`src/rtl/branch_predictor.sv`:
```
// Fetch-side branch predictor: direct-mapped BTB with 2-bit saturating counters,
// Execute-stage resolution with PC mux select, and wrap-around performance counters.
module branch_predictor #(
  parameter int unsigned INDEX_BITS = 6,
  parameter int unsigned TAG_BITS   = 2
) (
  input  logic        clk,
  input  logic        reset,
  input  logic [31:0] PCF,
  input  logic [31:0] PCE,
  input  logic [31:0] PCTargetE,
  input  logic [1:0]  BranchOpE,
  input  logic        PCTakenE,
  input  logic        PCSrcPredE,
  input  logic        TargetMatchE,
  input  logic        StallE,
  output logic [31:0] PredPCTargetF,
  output logic        PCSrcPredF,
  output logic [1:0]  PCSrc,
  output logic        MispredictE,
  output logic [31:0] BranchCount,
  output logic [31:0] MispredictCount
);

  localparam int unsigned ENTRIES = 1 << INDEX_BITS;
  localparam int unsigned IDX_LO  = 2;
  localparam int unsigned TAG_LO  = INDEX_BITS + 2;
  localparam int unsigned TAG_HI  = INDEX_BITS + TAG_BITS + 1;

  localparam logic [1:0] OP_JUMP   = 2'b01;
  localparam logic [1:0] OP_BRANCH = 2'b10;

  localparam logic [1:0] SRC_PLUS4F = 2'b00;
  localparam logic [1:0] SRC_PRED   = 2'b01;
  localparam logic [1:0] SRC_TGTE   = 2'b10;
  localparam logic [1:0] SRC_PLUS4E = 2'b11;

  logic [ENTRIES-1:0]  valid_q;
  logic [TAG_BITS-1:0] tag_q    [ENTRIES];
  logic [31:0]         target_q [ENTRIES];
  logic [1:0]          ctr_q    [ENTRIES];

  logic [31:0] branch_cnt_q, branch_cnt_d;
  logic [31:0] mis_cnt_q, mis_cnt_d;

  logic [INDEX_BITS-1:0] idx_f, idx_e;
  logic [TAG_BITS-1:0]   tag_f, tag_e;
  logic                  hit_f, hit_e;

  logic is_jump, is_branch, resolve, taken_e, alias_e, mis_resolve, mispredict_c;

  logic                  wr_meta, wr_tgt, wr_valid;
  logic [1:0]            wr_ctr;

  assign idx_f = PCF[INDEX_BITS+1:IDX_LO];
  assign tag_f = PCF[TAG_HI:TAG_LO];
  assign idx_e = PCE[INDEX_BITS+1:IDX_LO];
  assign tag_e = PCE[TAG_HI:TAG_LO];

  assign hit_f = valid_q[idx_f] && (tag_q[idx_f] == tag_f);
  assign hit_e = valid_q[idx_e] && (tag_q[idx_e] == tag_e);

  // Fetch lookup
  assign PCSrcPredF    = hit_f && ctr_q[idx_f][1];
  assign PredPCTargetF = target_q[idx_f];

  // Execute resolution; opcode 11 behaves as non-control
  assign is_jump     = (BranchOpE == OP_JUMP);
  assign is_branch   = (BranchOpE == OP_BRANCH);
  assign resolve     = !StallE && (is_jump || is_branch);
  assign taken_e     = is_jump || (is_branch && PCTakenE);
  assign alias_e     = !StallE && !is_jump && !is_branch && PCSrcPredE;
  assign mis_resolve = resolve &&
                       ((taken_e != PCSrcPredE) || (taken_e && PCSrcPredE && !TargetMatchE));
  assign mispredict_c = reset && (mis_resolve || alias_e);
  assign MispredictE  = mispredict_c;

  always_comb begin
    PCSrc = SRC_PLUS4F;
    if (!reset)                     PCSrc = SRC_PLUS4F;
    else if (mispredict_c &&  taken_e) PCSrc = SRC_TGTE;
    else if (mispredict_c)          PCSrc = SRC_PLUS4E;
    else if (PCSrcPredF)            PCSrc = SRC_PRED;
  end

  // BTB write decode for the Execute instruction
  always_comb begin
    wr_meta  = 1'b0;
    wr_tgt   = 1'b0;
    wr_valid = 1'b1;
    wr_ctr   = ctr_q[idx_e];
    if (!StallE) begin
      if (is_jump) begin
        wr_meta = 1'b1;
        wr_tgt  = 1'b1;
        wr_ctr  = 2'b11;
      end else if (is_branch) begin
        if (hit_e) begin
          wr_meta = 1'b1;
          wr_tgt  = PCTakenE;
          if (PCTakenE && ctr_q[idx_e] != 2'b11)
            wr_ctr = ctr_q[idx_e] + 2'd1;
          else if (!PCTakenE && ctr_q[idx_e] != 2'b00)
            wr_ctr = ctr_q[idx_e] - 2'd1;
        end else if (PCTakenE) begin
          wr_meta = 1'b1;
          wr_tgt  = 1'b1;
          wr_ctr  = 2'b10;
        end
      end else if (PCSrcPredE) begin
        wr_meta  = 1'b1;
        wr_valid = 1'b0;
      end
    end
  end

  assign branch_cnt_d = branch_cnt_q + 32'(resolve);
  assign mis_cnt_d    = mis_cnt_q + 32'(mispredict_c);

  always_ff @(posedge clk or negedge reset) begin
    if (!reset) begin
      valid_q      <= '0;
      branch_cnt_q <= '0;
      mis_cnt_q    <= '0;
      for (int i = 0; i < int'(ENTRIES); i++) begin
        tag_q[i]    <= '0;
        target_q[i] <= '0;
        ctr_q[i]    <= 2'b01;
      end
    end else begin
      branch_cnt_q <= branch_cnt_d;
      mis_cnt_q    <= mis_cnt_d;
      if (wr_meta) begin
        valid_q[idx_e] <= wr_valid;
        tag_q[idx_e]   <= tag_e;
        ctr_q[idx_e]   <= wr_ctr;
      end
      if (wr_tgt) target_q[idx_e] <= PCTargetE;
    end
  end

  assign BranchCount     = branch_cnt_q;
  assign MispredictCount = mis_cnt_q;

  // High and byte-offset PC bits do not take part in indexing or tagging
  logic unused_pc_bits;
  assign unused_pc_bits = ^{PCF[31:TAG_HI+1], PCF[1:0], PCE[31:TAG_HI+1], PCE[1:0]};

endmodule
```
`config.mk`:
```
export PLATFORM = sky130hd
export DESIGN_NAME = branch_predictor
export DESIGN_NICKNAME = d
export VERILOG_FILES = /design/src/rtl/branch_predictor.sv
export SDC_FILE = /design/constraint.sdc
export NUM_CORES = 2
export LEC_CHECK = 0
export ABC_CLOCK_PERIOD_IN_PS = 11900
export BUFFER_PORTS_ARGS = -buffer_cell sky130_fd_sc_hd__buf_2
export CAP_MARGIN = 20
export CORE_ASPECT_RATIO = 1.25
export CORE_UTILIZATION = 60
export CTS_CLUSTER_SIZE = 28
export DETAILED_ROUTE_END_ITERATION = 12
export PLACE_DENSITY = 0.84
export SYNTH_ARGS = -nofsm -noshare
export SYNTH_HDL_FRONTEND = slang
export SYNTH_SLANG_ARGS = --single-unit
export TNS_END_PERCENT = 50
```
`constraint.sdc`:
```
create_clock -name clk -period 11.9 [get_ports clk]
set_input_delay 1.785 -clock clk [delete_from_list [all_inputs] [get_ports clk]]
set_output_delay 1.785 -clock clk [all_outputs]
set_load 0.02 [all_outputs]
```
After elaboration in Yosys (flattened, before gate mapping)
Cells that the tools add are included.
Storage, ports and cells
  flip-flop bits (word level): 2432
  logic and storage cells: 294
  output and inout bits: 100
Cells by class
  $lt $le $gt $ge: 6
  muxes and demuxes: 54
  eq/ne operators: 6
  reductions and logical operators: 27
  bitwise gates (word level): 2
  add/subtract/negate cells: 4
Operators by type and width (number)
  $bwmux 2048: 1
  $bwmux 128: 2
  $bmux 32 s6: 1
  $demux 32 s6: 1
  $mux 32: 3
  $add 32x1->32: 2
  $bwmux 64: 1
  $bmux 2 s6: 4
  $mux 2: 19
  $mux 1: 18
  $logic_and 1x1->1: 17
  $ge 7x7->1 const B: 2
  $lt 6x7->1 const B: 2
  $not 6->7: 2
  $bmux 1 s6: 2
  $demux 2 s6: 1
  $lt 7x1->1 const B: 1
  $demux 1 s6: 1
  $ge 6x1->1 const B: 1
  $logic_not 1->1: 5
  $eq 2x2->1: 2
  $logic_or 1x1->1: 4
  $add 2x1->2 const B: 1
  $eq 2x1->1 const B: 1
  other kinds (5): 5

Longest topological paths before layout
  depth in word-level cells: 13
  depth in mapped cells: 22
  mapped depth without buffers: 17

Worst setup path before layout
OpenSTA, ideal clock, no wires.
  path kind: input port to output port
  start: input PCF[2]
  end: output PCSrc[0]
  required time: 10.115 ns
  arrival time: 5.809 ns
  cell stages on the path: 9
  path slack: 4.306 ns
  path buffers: 2
  path through: buf_2 -> buf_1 -> mux4_2 -> mux4_2 -> mux4_2 -> xor2_1 -> a2111oi_0 -> mux2i_1 -> nor2b_1
Between the ends
  cells in the longest elaborated chain, start to end: 11
RTL lines
  start, declared: line 9  | input logic [31:0] PCF,
  $not 6->7 (implied by the code): line 60, 64
  $bmux 2 s6: line 60  | assign hit_f = valid_q[idx_f] && (tag_q[idx_f] == tag_f);
  $mux 2 (implied by the code) (2 in series): line 60
  $eq 2x2->1: line 60
  $logic_and 1x1->1: line 60
  $logic_and 1x1->1 (*): line 64  | assign PCSrcPredF = hit_f && ctr_q[idx_f][1];
  net PCSrcPredF: line 18  | output logic PCSrcPredF,
  $mux 1 (*): line 83  | else if (PCSrcPredF) PCSrc = SRC_PRED;
  $mux 2 (*): line 82  | else if (mispredict_c) PCSrc = SRC_PLUS4E;
  $mux 2 (*): line 81  | else if (mispredict_c && taken_e) PCSrc = SRC_TGTE;
  $mux 2 (*): line 80  | if (!reset) PCSrc = SRC_PLUS4F;
  end, declared: line 19  | output logic [1:0] PCSrc,
Mark *: on every way through the listed nets, which the timed path passes. The rest lies on a longest branch. The select of a mux whose other input is x is not followed.

Worst setup path in the final report
  start: input PCF[3]
  end: output PredPCTargetF[13]
Between the ends
  cells in the longest elaborated chain, start to end: 4
RTL lines
  $not 6->7 (implied by the code): line 65  | assign PredPCTargetF = target_q[idx_f];
  $bmux 32 s6: line 65
  $mux 32 (implied by the code) (2 in series): line 65
  end, declared: line 17  | output logic [31:0] PredPCTargetF,
Every way passes these cells. The select of a mux whose other input is x is not followed.

==> flow_metrics.env <==
export IMPL_power_density_cell_area_mw_per_mm2=151
export IMPL_drive_above_1_share_pct=55.9
export IMPL_post_drt_wl_per_cell_um=31.9
export IMPL_clkSlewWorstSetupHoldPaths_ps=70
export IMPL_die_footprint_mm2=0.190
export IMPL_syn_mean_instance_area_um2=16.0
export IMPL_insertion_delay_ps=900
export IMPL_row_count=177
export IMPL_synth_nets=7149
export IMPL_maximum_number_of_pins_on_one_net_before_global_route_repair=214
export IMPL_total_i_o_pin_count=204
export IMPL_outcome="finished, final reports clean"
export IMPL_vdd_ir_drop_max_uv=164
export IMPL_final_std_cell_area_no_fill_mm2=0.124
export IMPL_detail_route_antenna_nets=0
export IMPL_timing_critical_path_arrival_ps=6110
export IMPL_grt_overflow_total=0
export IMPL_ys_types=68
export IMPL_path_cells="buf_8 > buf_12 > buf_4 > mux4_2 > mux4_2 > mux2_2 > nand2_1 > o21ai_0 > buf_2"
export IMPL_worst_path_most_repeated_cell="sky130_fd_sc_hd__mux4_2"
export IMPL_pwr_share_comb_pct=10.1
export IMPL_hold_viol=0
export IMPL_die_w_um=390
export IMPL_startpoint_types="primary input"
export IMPL_global_route_wire_length_before_repair_um=458000
export IMPL_tritoncts="yes"
export IMPL_internal_power_mw=14.1
export IMPL_core_area_mm2=0.186
export IMPL_regArea_mm2=0.0609
export IMPL_detail_route_first_pass_iterations=7
export IMPL_initial_core_util_pct=60.5
export IMPL_swShare_pct=24.4
export IMPL_rsz0062_at_grt="false"
export IMPL_cts_hold_buffers_added=0
export IMPL_critical_path_required_ps=10120
export IMPL_synth_area_top_cells="sky130_fd_sc_hd__dfrtp_1, sky130_fd_sc_hd__mux2_2, sky130_fd_sc_hd__mux4_2"
export IMPL_dr_first_iter_drc_count=6611
export IMPL_detail_route_drc_violations=0
export IMPL_path_max_fanout=142
export IMPL_power_switching_mw=4.54
export IMPL_worstHoldPathType="flip-flop to flip-flop"
export IMPL_clock_tree_buffer_depth=3
export IMPL_cp_end_kind="output port"
export IMPL_max_slew_worst_pin_slew_ps=1200
export IMPL_count_of_maximum_capacitance_violations=0
export IMPL_async_flop_share_pct=100
export IMPL_cts_resized=0
export IMPL_io_buffer_count=155
export IMPL_track_usage_pct=32.8
export IMPL_yosys_area_top_type="sky130_fd_sc_hd__dfrtp_1"
export IMPL_detail_route_vias_per_cell=6.86
export IMPL_critPathBufInv=4
export IMPL_nFillCells=12200
export IMPL_synth_warning_count=0
export IMPL_post_synth_inst_count=7036
export IMPL_synth_seq_area_share_pct=54.0
export IMPL_cts_htree_levels=4
export IMPL_fin_nets=6983
export IMPL_cts_root_buffer="sky130_fd_sc_hd__clkbuf_16"
export IMPL_multi_input_area_mm2=0.0496
export IMPL_grt_antenna_before_repair=23
export IMPL_report_final_slew_viol_count=0
export IMPL_syn_std_cell_area_mm2=0.113
export IMPL_clock_fmax_ghz=0.127
export IMPL_synth_ff_latch_count=2432
export IMPL_synth_edff_count=0
export IMPL_cell_type_group_with_the_largest_total_delay_on_the_critical_path="buffers and inverters"
export IMPL_pre_cts_ws_ps=3970
export IMPL_synthesis_to_layout_area_growth_pct=9.69
export IMPL_finalWorstPathRequiredPeriod_ps=7900
export IMPL_timing_critical_path_slowest_cell_delay_ps=990
export IMPL_first_global_vias=69600
export IMPL_power_leakage_nw=57.4
export IMPL_fin_crit_sh_pct=66.4
export IMPL_place_gp_congestion=0.911
export IMPL_wirelength_um=306000
export IMPL_final_setup_tns_ps=0
export IMPL_synth_main_ff_cell="sky130_fd_sc_hd__dfrtp_1"
export IMPL_yosysTopAreaCellShare_pct=52.5
export IMPL_timing_final_setup_violations=0
export IMPL_fin_skew_ps=79.7
export IMPL_cts_sinks=2432
export IMPL_critPathSlowestCell="sky130_fd_sc_hd__buf_4"
export IMPL_share_clk_of_total_power_pct=40.3
export IMPL_place_detailed_hpwl_um=165000
export IMPL_critPathKind="primary input to output port"
export IMPL_post_dp_cell_area_mm2=0.116
export IMPL_die_height_um=487
export IMPL_layout_common_cells="sky130_fd_sc_hd__dfrtp_1, sky130_fd_sc_hd__mux2_2, sky130_fd_sc_hd__mux4_2, sky130_fd_sc_hd__clkbuf_16, sky130_fd_sc_hd__buf_2"
export IMPL_cts_buffers_inserted=223
export IMPL_route_vias_total=65700
export IMPL_mostFrequentLayoutCell="sky130_fd_sc_hd__dfrtp_1"
export IMPL_seq_power_share_pct=49.6
export IMPL_final_core_utilization_pct=66.4
export IMPL_postCtsSetupRepairBufs=0
export IMPL_maxSlewHeadroom_pct=19.9
export IMPL_timing_final_ws_setup_ps=4000
routing by layer:
layer	global-route usage (%)	part of all wire, %	vias to the layer above
met4	18.3	6.2	18
met3	8.38	9.6	955
met2	49.5	46	3153
li1	-	-	26000
met1	44.0	38	35600
met5	0	0.038	-
metrics by stage:
| stage | instances | total power, mW | hold slack, ps |
|---|---|---|---|
| floorplan | 7036 | 10.6 | 468 |
| global placement | 9139 | 11.1 | 461 |
| detailed placement | 9140 | 11.2 | 473 |
| CTS | 9560 | 18.7 | 488 |
| global route | 9572 | 19.2 | 508 |
| finish | 9581 | 18.7 | 475 |
sequential cells by signal (all words and copies together) (netlist names):
| register | flops |
|---|---|
| MispredictCount | 32 |
| valid_q | 64 |
| BranchCount | 32 |
| ctr_q | 128 |
| tag_q | 128 |
| target_q | 2048 |
power groups by stage:
stage               Sequential [mW]  Clock [mW]  Combinational, mW
floorplan                      9.28           0               1.32
global placement               9.32           0               1.78
detailed placement             9.38           0               1.86
CTS                            9.24        7.59               1.87
global route                   9.31        7.92               2.00
finish                         9.25        7.52               1.88
final cells by class:
| cell class | instances | area share [%] |
|---|---|---|
| diodes | 10 | 0.0202 |
| clock buffers | 338 | 5.38 |
| clock inverters | 82 | 0.904 |
| inverters | 14 | 0.0425 |
| multi-input cells | 3897 | 40.1 |
| flip-flops and latches | 2432 | 49.3 |
| well taps | 2506 | 2.53 |
| repair buffers | 302 | 1.81 |
logic make-up (layout without fill, tap and decap cells):
logic type      after synthesis  count (layout)  synth area share, %
mux                        3141            3141                 38.8
flops                      2432            2432                 54.0
buf+inv                     707             736                 2.49
simple gates                454             454                 2.64
compound gates              231             231                 1.51
xor+xnor                     62              62                0.481
fa+ha+maj                     9               9               0.0998
other cells                   0              10                    0
Yosys cell counts, types with 41 or more instances:
cell,count
sky130_fd_sc_hd__dfrtp_1,2368
sky130_fd_sc_hd__mux2_2,2312
sky130_fd_sc_hd__mux4_2,747
sky130_fd_sc_hd__clkbuf_1,557
sky130_fd_sc_hd__nor2_1,124
sky130_fd_sc_hd__nand2_1,107
sky130_fd_sc_hd__buf_1,86
sky130_fd_sc_hd__o22a_1,67
sky130_fd_sc_hd__dfstp_2,64
sky130_fd_sc_hd__mux2i_1,57
sky130_fd_sc_hd__xnor2_1,46
sky130_fd_sc_hd__nand3_1,45
sky130_fd_sc_hd__o21ai_0,41
final timing paths:
| path | from | end | slack (ps) | depth (start not counted) |
|---|---|---|---|---|
| max in group asynchronous | reset | target_q[1089] | 7080 | 5 |
| worst max-delay path | PCF[3] | PredPCTargetF[13] | 4000 | 9 |
| worst max register to register | valid_q[50] | tag_q[95] | 6980 | 10 |
| min in group asynchronous | reset | ctr_q[7] | 910 | 1 |
| worst min register to register | BranchCount[31] | BranchCount[31] | 470 | 1 |
| worst min-delay path | BranchCount[31] | BranchCount[31] | 470 | 1 |
Power figures use the tool's default switching activity.
